**src/rtl/square_move_collector.sv**
```systemverilog
// Snapshots the sixteen move words of one square, scans them in fixed slot order
// and streams every non-zero word out through a small FIFO over valid/ready.
module square_move_collector #(
   parameter int FIFO_DEPTH = 8
) (
   input  logic        clk,
   input  logic        clear,
   input  logic        start,
   input  logic [31:0] U_move_in,
   input  logic [31:0] D_move_in,
   input  logic [31:0] L_move_in,
   input  logic [31:0] R_move_in,
   input  logic [31:0] UL_move_in,
   input  logic [31:0] UR_move_in,
   input  logic [31:0] DL_move_in,
   input  logic [31:0] DR_move_in,
   input  logic [31:0] UUL_move_in,
   input  logic [31:0] UUR_move_in,
   input  logic [31:0] LLU_move_in,
   input  logic [31:0] RRU_move_in,
   input  logic [31:0] DDL_move_in,
   input  logic [31:0] DDR_move_in,
   input  logic [31:0] LLD_move_in,
   input  logic [31:0] RRD_move_in,
   output logic [31:0] move_out,
   output logic        move_valid,
   input  logic        move_ready,
   output logic        busy,
   output logic        done,
   output logic [4:0]  move_count,
   output logic [1:0]  state_o
);

   localparam int AW = (FIFO_DEPTH > 1) ? $clog2(FIFO_DEPTH) : 1;
   localparam int CW = AW + 1;

   typedef enum logic [1:0] {
      S_IDLE  = 2'd0,
      S_SCAN  = 2'd1,
      S_DRAIN = 2'd2
   } state_t;

   state_t        state_q;
   logic [31:0]   snap_q [16];
   logic [3:0]    idx_q;
   logic [31:0]   fifo_q [FIFO_DEPTH];
   logic [AW-1:0] rd_q;
   logic [AW-1:0] wr_q;
   logic [CW-1:0] occ_q;
   logic [CW-1:0] occ_d;
   logic [4:0]    cnt_q;
   logic          done_q;

   logic [31:0]   in_w [16];
   logic [31:0]   slot_w;
   logic          full;
   logic          push;
   logic          pop;

   assign in_w[0]  = U_move_in;
   assign in_w[1]  = D_move_in;
   assign in_w[2]  = L_move_in;
   assign in_w[3]  = R_move_in;
   assign in_w[4]  = UL_move_in;
   assign in_w[5]  = UR_move_in;
   assign in_w[6]  = DL_move_in;
   assign in_w[7]  = DR_move_in;
   assign in_w[8]  = UUL_move_in;
   assign in_w[9]  = UUR_move_in;
   assign in_w[10] = LLU_move_in;
   assign in_w[11] = RRU_move_in;
   assign in_w[12] = DDL_move_in;
   assign in_w[13] = DDR_move_in;
   assign in_w[14] = LLD_move_in;
   assign in_w[15] = RRD_move_in;

   // Handshake: a word transfers on any rising edge where move_valid && move_ready;
   // move_out stays put while move_valid is high and move_ready is low.
   always_comb begin
      slot_w = snap_q[idx_q];
      full   = (occ_q == CW'(FIFO_DEPTH));
      pop    = move_valid && move_ready;
      push   = (state_q == S_SCAN) && (slot_w != 32'd0) && !full;
      occ_d  = occ_q + CW'(push) - CW'(pop);
   end

   assign move_valid = (occ_q != '0);
   assign move_out   = move_valid ? fifo_q[rd_q] : 32'd0;
   assign busy       = (state_q != S_IDLE);
   assign done       = done_q;
   assign move_count = cnt_q;
   assign state_o    = state_q;

   always_ff @(posedge clk) begin
      if (clear) begin
         state_q <= S_IDLE;
         idx_q   <= 4'd0;
         cnt_q   <= 5'd0;
         done_q  <= 1'b0;
         rd_q    <= '0;
         wr_q    <= '0;
         occ_q   <= '0;
         for (int i = 0; i < 16; i++) snap_q[i] <= 32'd0;
      end else begin
         done_q <= 1'b0;
         occ_q  <= occ_d;
         if (push) begin
            fifo_q[wr_q] <= slot_w;
            wr_q         <= wr_q + 1'b1;
            cnt_q        <= cnt_q + 5'd1;
         end
         if (pop) rd_q <= rd_q + 1'b1;
         case (state_q)
            S_IDLE: begin
               if (start) begin
                  snap_q  <= in_w;
                  idx_q   <= 4'd0;
                  cnt_q   <= 5'd0;
                  state_q <= S_SCAN;
               end
            end
            S_SCAN: begin
               // A non-zero word facing a full FIFO holds the index (stall).
               if ((slot_w == 32'd0) || !full) begin
                  idx_q <= idx_q + 4'd1;
                  if (idx_q == 4'd15) state_q <= S_DRAIN;
               end
            end
            S_DRAIN: begin
               if (occ_q == '0) begin
                  done_q  <= 1'b1;
                  state_q <= S_IDLE;
               end
            end
            default: state_q <= S_IDLE;
         endcase
      end
   end

endmodule

```
**config.mk**
```make
export PLATFORM = sky130hd
export DESIGN_NAME = square_move_collector
export DESIGN_NICKNAME = d
export VERILOG_FILES = /design/src/rtl/square_move_collector.sv
export SDC_FILE = /design/constraint.sdc
export NUM_CORES = 1
export LEC_CHECK = 0
export BUFFER_PORTS_ARGS = -buffer_cell sky130_fd_sc_hd__buf_2
export CORE_MARGIN = 2
export CORE_UTILIZATION = 35
export DETAILED_ROUTE_END_ITERATION = 8
export PLACE_DENSITY_LB_ADDON = 0.25
export SYNTH_ARGS = -nofsm -noshare
export SYNTH_HDL_FRONTEND = slang
export SYNTH_SLANG_ARGS = --single-unit
```
**constraint.sdc**
```tcl
create_clock -name clk -period 6.1 [get_ports clk]
set_input_delay 0.305 -clock clk [delete_from_list [all_inputs] [get_ports clk]]
set_output_delay 0.305 -clock clk [all_outputs]
set_load 0.01 [all_outputs]
```
==> impl_metrics.toml <==
[clock_tree]
cts-root-buf = "clkbuf_16"
cts_buffers = 87
clkTransAtPathRegs_ns = 0.06
clock-sinks = 793
insertion_delay_ns = 0.64
cts_resized = 0
clockBufferDepth = 3
cts_tree = "done"
htreeDepth = 3

[placement]
portBuffers = 557
dp_slack_ns = 0.829
dpl.cell_count = 4618
gp_congestion = 0.893
dpl.hpwl_mm = 87.0

[finish]
finalNetCount = 4533
final_cells = 5267
fillers = 8327
area_growth_pct = 35.5
drive_above_1_share = 0.234

[logic_synthesis]
syn_inst = 3065
synth_area_per_cell_um2 = 10.6
yosys_most_used_dff = "dfxtp_1"
ys_seq_elements = 793
synthArstFlopShare = 0
synth_area_um2 = 32400
synth_edf_count = 256
ys_seq_area_frac = 0.569
synthesis.nets = 3592
ys_types = 46
yosys_warnings = 0

[outcome]
outcome = "finished clean"

[setup_path]
crit_fanout = 38
cp-end-kind = "flop"
crit_type = "flop to flop"
arrival_ns = 5.53
startpoint_type = "flop"
required_ns = 6.39

[route]
viasPerCell = 5.29
vias = 27900
wl_per_cell_um = 23.7
drc = 0
drtPass1Iterations = 5
routed_wirelength_mm = 125
drtIter0Drc = 2955
ant_nets = 0

[global_route]
grt_pass1_wl_mm = 178
grt_pass1_vias = 27400
grt-ovfl-total = 0
grt_max_degree = 183
antenna_found_initial = 1
grt_util_all_layers = 0.256

[floorplan]
rows = 111
ios = 558
design.core.area_um2 = 91700
die_x_um = 308
start_util = 0.353
die_area_um2 = 95000
die_h_um = 308

[pwr]
p_leak_nw = 16.5
power_density_nw_per_um2 = 313
vdd_ir_drop_max_v = 0.000191

[sta]
setup_violations = 0
whs_ns = 0.0129
max_freq_mhz = 191
rsz0062_at_grt = "no"
period_needed_ns = 5.24
finalHoldViolCount = 0
max-slew-margin-rel = 0.170
worstMarginPinSlew_ns = 1.21
period_share = 0.859
maxSlewViolCount = 0
skew_ns = 0.0323
setup_ws_ns = 0.860

[min_path]
hold_class = "input pin to flop"

[flow_run]
cap_viol_max_count = 0
path summary, 6_finish.rpt:
path / end / slack (ns) / cells after the start / startpoint
worst min register to register: snap_q[115]$_SDFFE_PP0P_ / 0.45 / 2 / snap_q[115]$_SDFFE_PP0P_
worst max register to register: fifo_q[6][0]$_DFFE_PP_ / 0.86 / 9 / idx_q[2]$_SDFFE_PP0P_
worst min-delay path: snap_q[299]$_SDFFE_PP0P_ / 0.01 / 3 / DL_move_in[11]
worst max-delay path: fifo_q[6][0]$_DFFE_PP_ / 0.86 / 9 / idx_q[2]$_SDFFE_PP0P_
worst max-delay path, stage by stage (launching register included):
cell	delay [ns]
dfxtp_4	0.86
mux4_2	0.42
mux2i_1	0.19
o21ai_0	0.85
and4bb_2	0.35
a31oi_1	0.39
buf_4	0.30
nand2_1	0.19
nor3_2	0.76
buf_4	0.48
power by group:
group | switching [mW] | internal (mW) | total, mW
Clock | 2.18 | 3.02 | 5.20
Sequential | 0.282 | 5.75 | 6.03
Combinational | 1.36 | 1.12 | 2.49
Total | 3.83 | 9.89 | 13.7
Yosys cell counts, types with 15 or more instances:
| master | number | area (um^2) |
|---|---|---|
| mux4_2 | 189 | 4260 |
| clkbuf_1 | 169 | 634 |
| nor2_1 | 52 | 195 |
| buf_2 | 23 | 115 |
| nand2_1 | 1046 | 3930 |
| edfxtp_1 | 256 | 7690 |
| a22oi_1 | 15 | 113 |
| a21oi_1 | 520 | 2600 |
| inv_1 | 15 | 56.3 |
| dfxtp_1 | 537 | 10800 |
| mux2i_1 | 96 | 961 |
| buf_1 | 30 | 113 |
layer usage:
metal / vias up / GRT usage / share of wire
li1: 12600 / - / -
met1: 13600 / 0.351 / 0.43
met2: 1332 / 0.388 / 0.45
met3: 361 / 0.0363 / 0.069
met4: 0 / 0.145 / 0.058
met5: - / 0 / 0
logic make-up after synthesis:
group | Yosys count | share of synthesized area
AND/OR/NAND/NOR | 1155 | 0.139
flip-flops | 793 | 0.569
AO/OA/AOI/OAI | 557 | 0.0890
multiplexers | 291 | 0.164
buffers and inverters | 253 | 0.0332
adder cells (fa/ha/maj) | 11 | 0.00448
XOR/XNOR | 5 | 0.00135
cell usage in the layout, fill, tap and decap left out, types with 3 or more instances in the layout:
master         count
or4_1              3
nand4_1            9
buf_4             41
clkbuf_8          11
nor2b_1            9
nor2_1            52
inv_1             15
a21oi_1          520
clkinv_2          19
dfxtp_1          530
buf_2            556
xnor2_1            3
nor3_2             3
nand2b_1           6
nand3_1            9
o21ai_0            7
nor4_1             3
a22oi_1           15
ha_1              10
and2_1             3
buf_12             7
clkbuf_1          18
clkinv_1           9
diode_2            4
edfxtp_1         256
bufinv_16          3
clkbuf_16         92
dlygate4sd3_1    485
nand2_1         1045
mux2_2             4
mux4_2           189
nor4_2             3
dfxtp_4            5
mux2i_1           96
state kept, by name, summed over array words and instances, names as in the netlist, named ones only:
signal and count:
move_count 5, done 1, fifo_q 256, state_o 2, idx_q 4, occ_q 4
rd_q 3, snap_q 512, wr_q 3
layout make-up:
| type | count | area (um^2) | share of cell area |
|---|---|---|---|
| tap | 1186 | 1480 | 0.0338 |
| multi-input combinational | 2019 | 13000 | 0.295 |
| antenna | 4 | 10.0 | 0.000228 |
| clock inverter | 39 | 302 | 0.00687 |
| sequential | 793 | 18500 | 0.421 |
| inverter | 15 | 56.3 | 0.00128 |
| timing repair buffer | 1090 | 8100 | 0.185 |
| clock buffer | 121 | 2520 | 0.0574 |
timing repair:
action	in CTS	in global routing
setup buffers	0	0
endpoints found under the hold margin	485	0
hold buffers	485	0
metrics by stage:
| stage | power, mW | cell area [um^2] | setup TNS [ns] | util |
|---|---|---|---|---|
| detailed placement | 8.38 | 36200 | 0 | 0.395 |
| finish | 13.7 | 43900 | 0 | 0.479 |
| CTS | 13.8 | 43900 | 0 | 0.479 |
| floorplan | 7.39 | 32400 | -12.53 | - |
| global route | 14.2 | 43900 | 0 | 0.479 |
| global placement | 8.37 | 36200 | 0 | 0.395 |
Power figures use the tool's default switching activity.
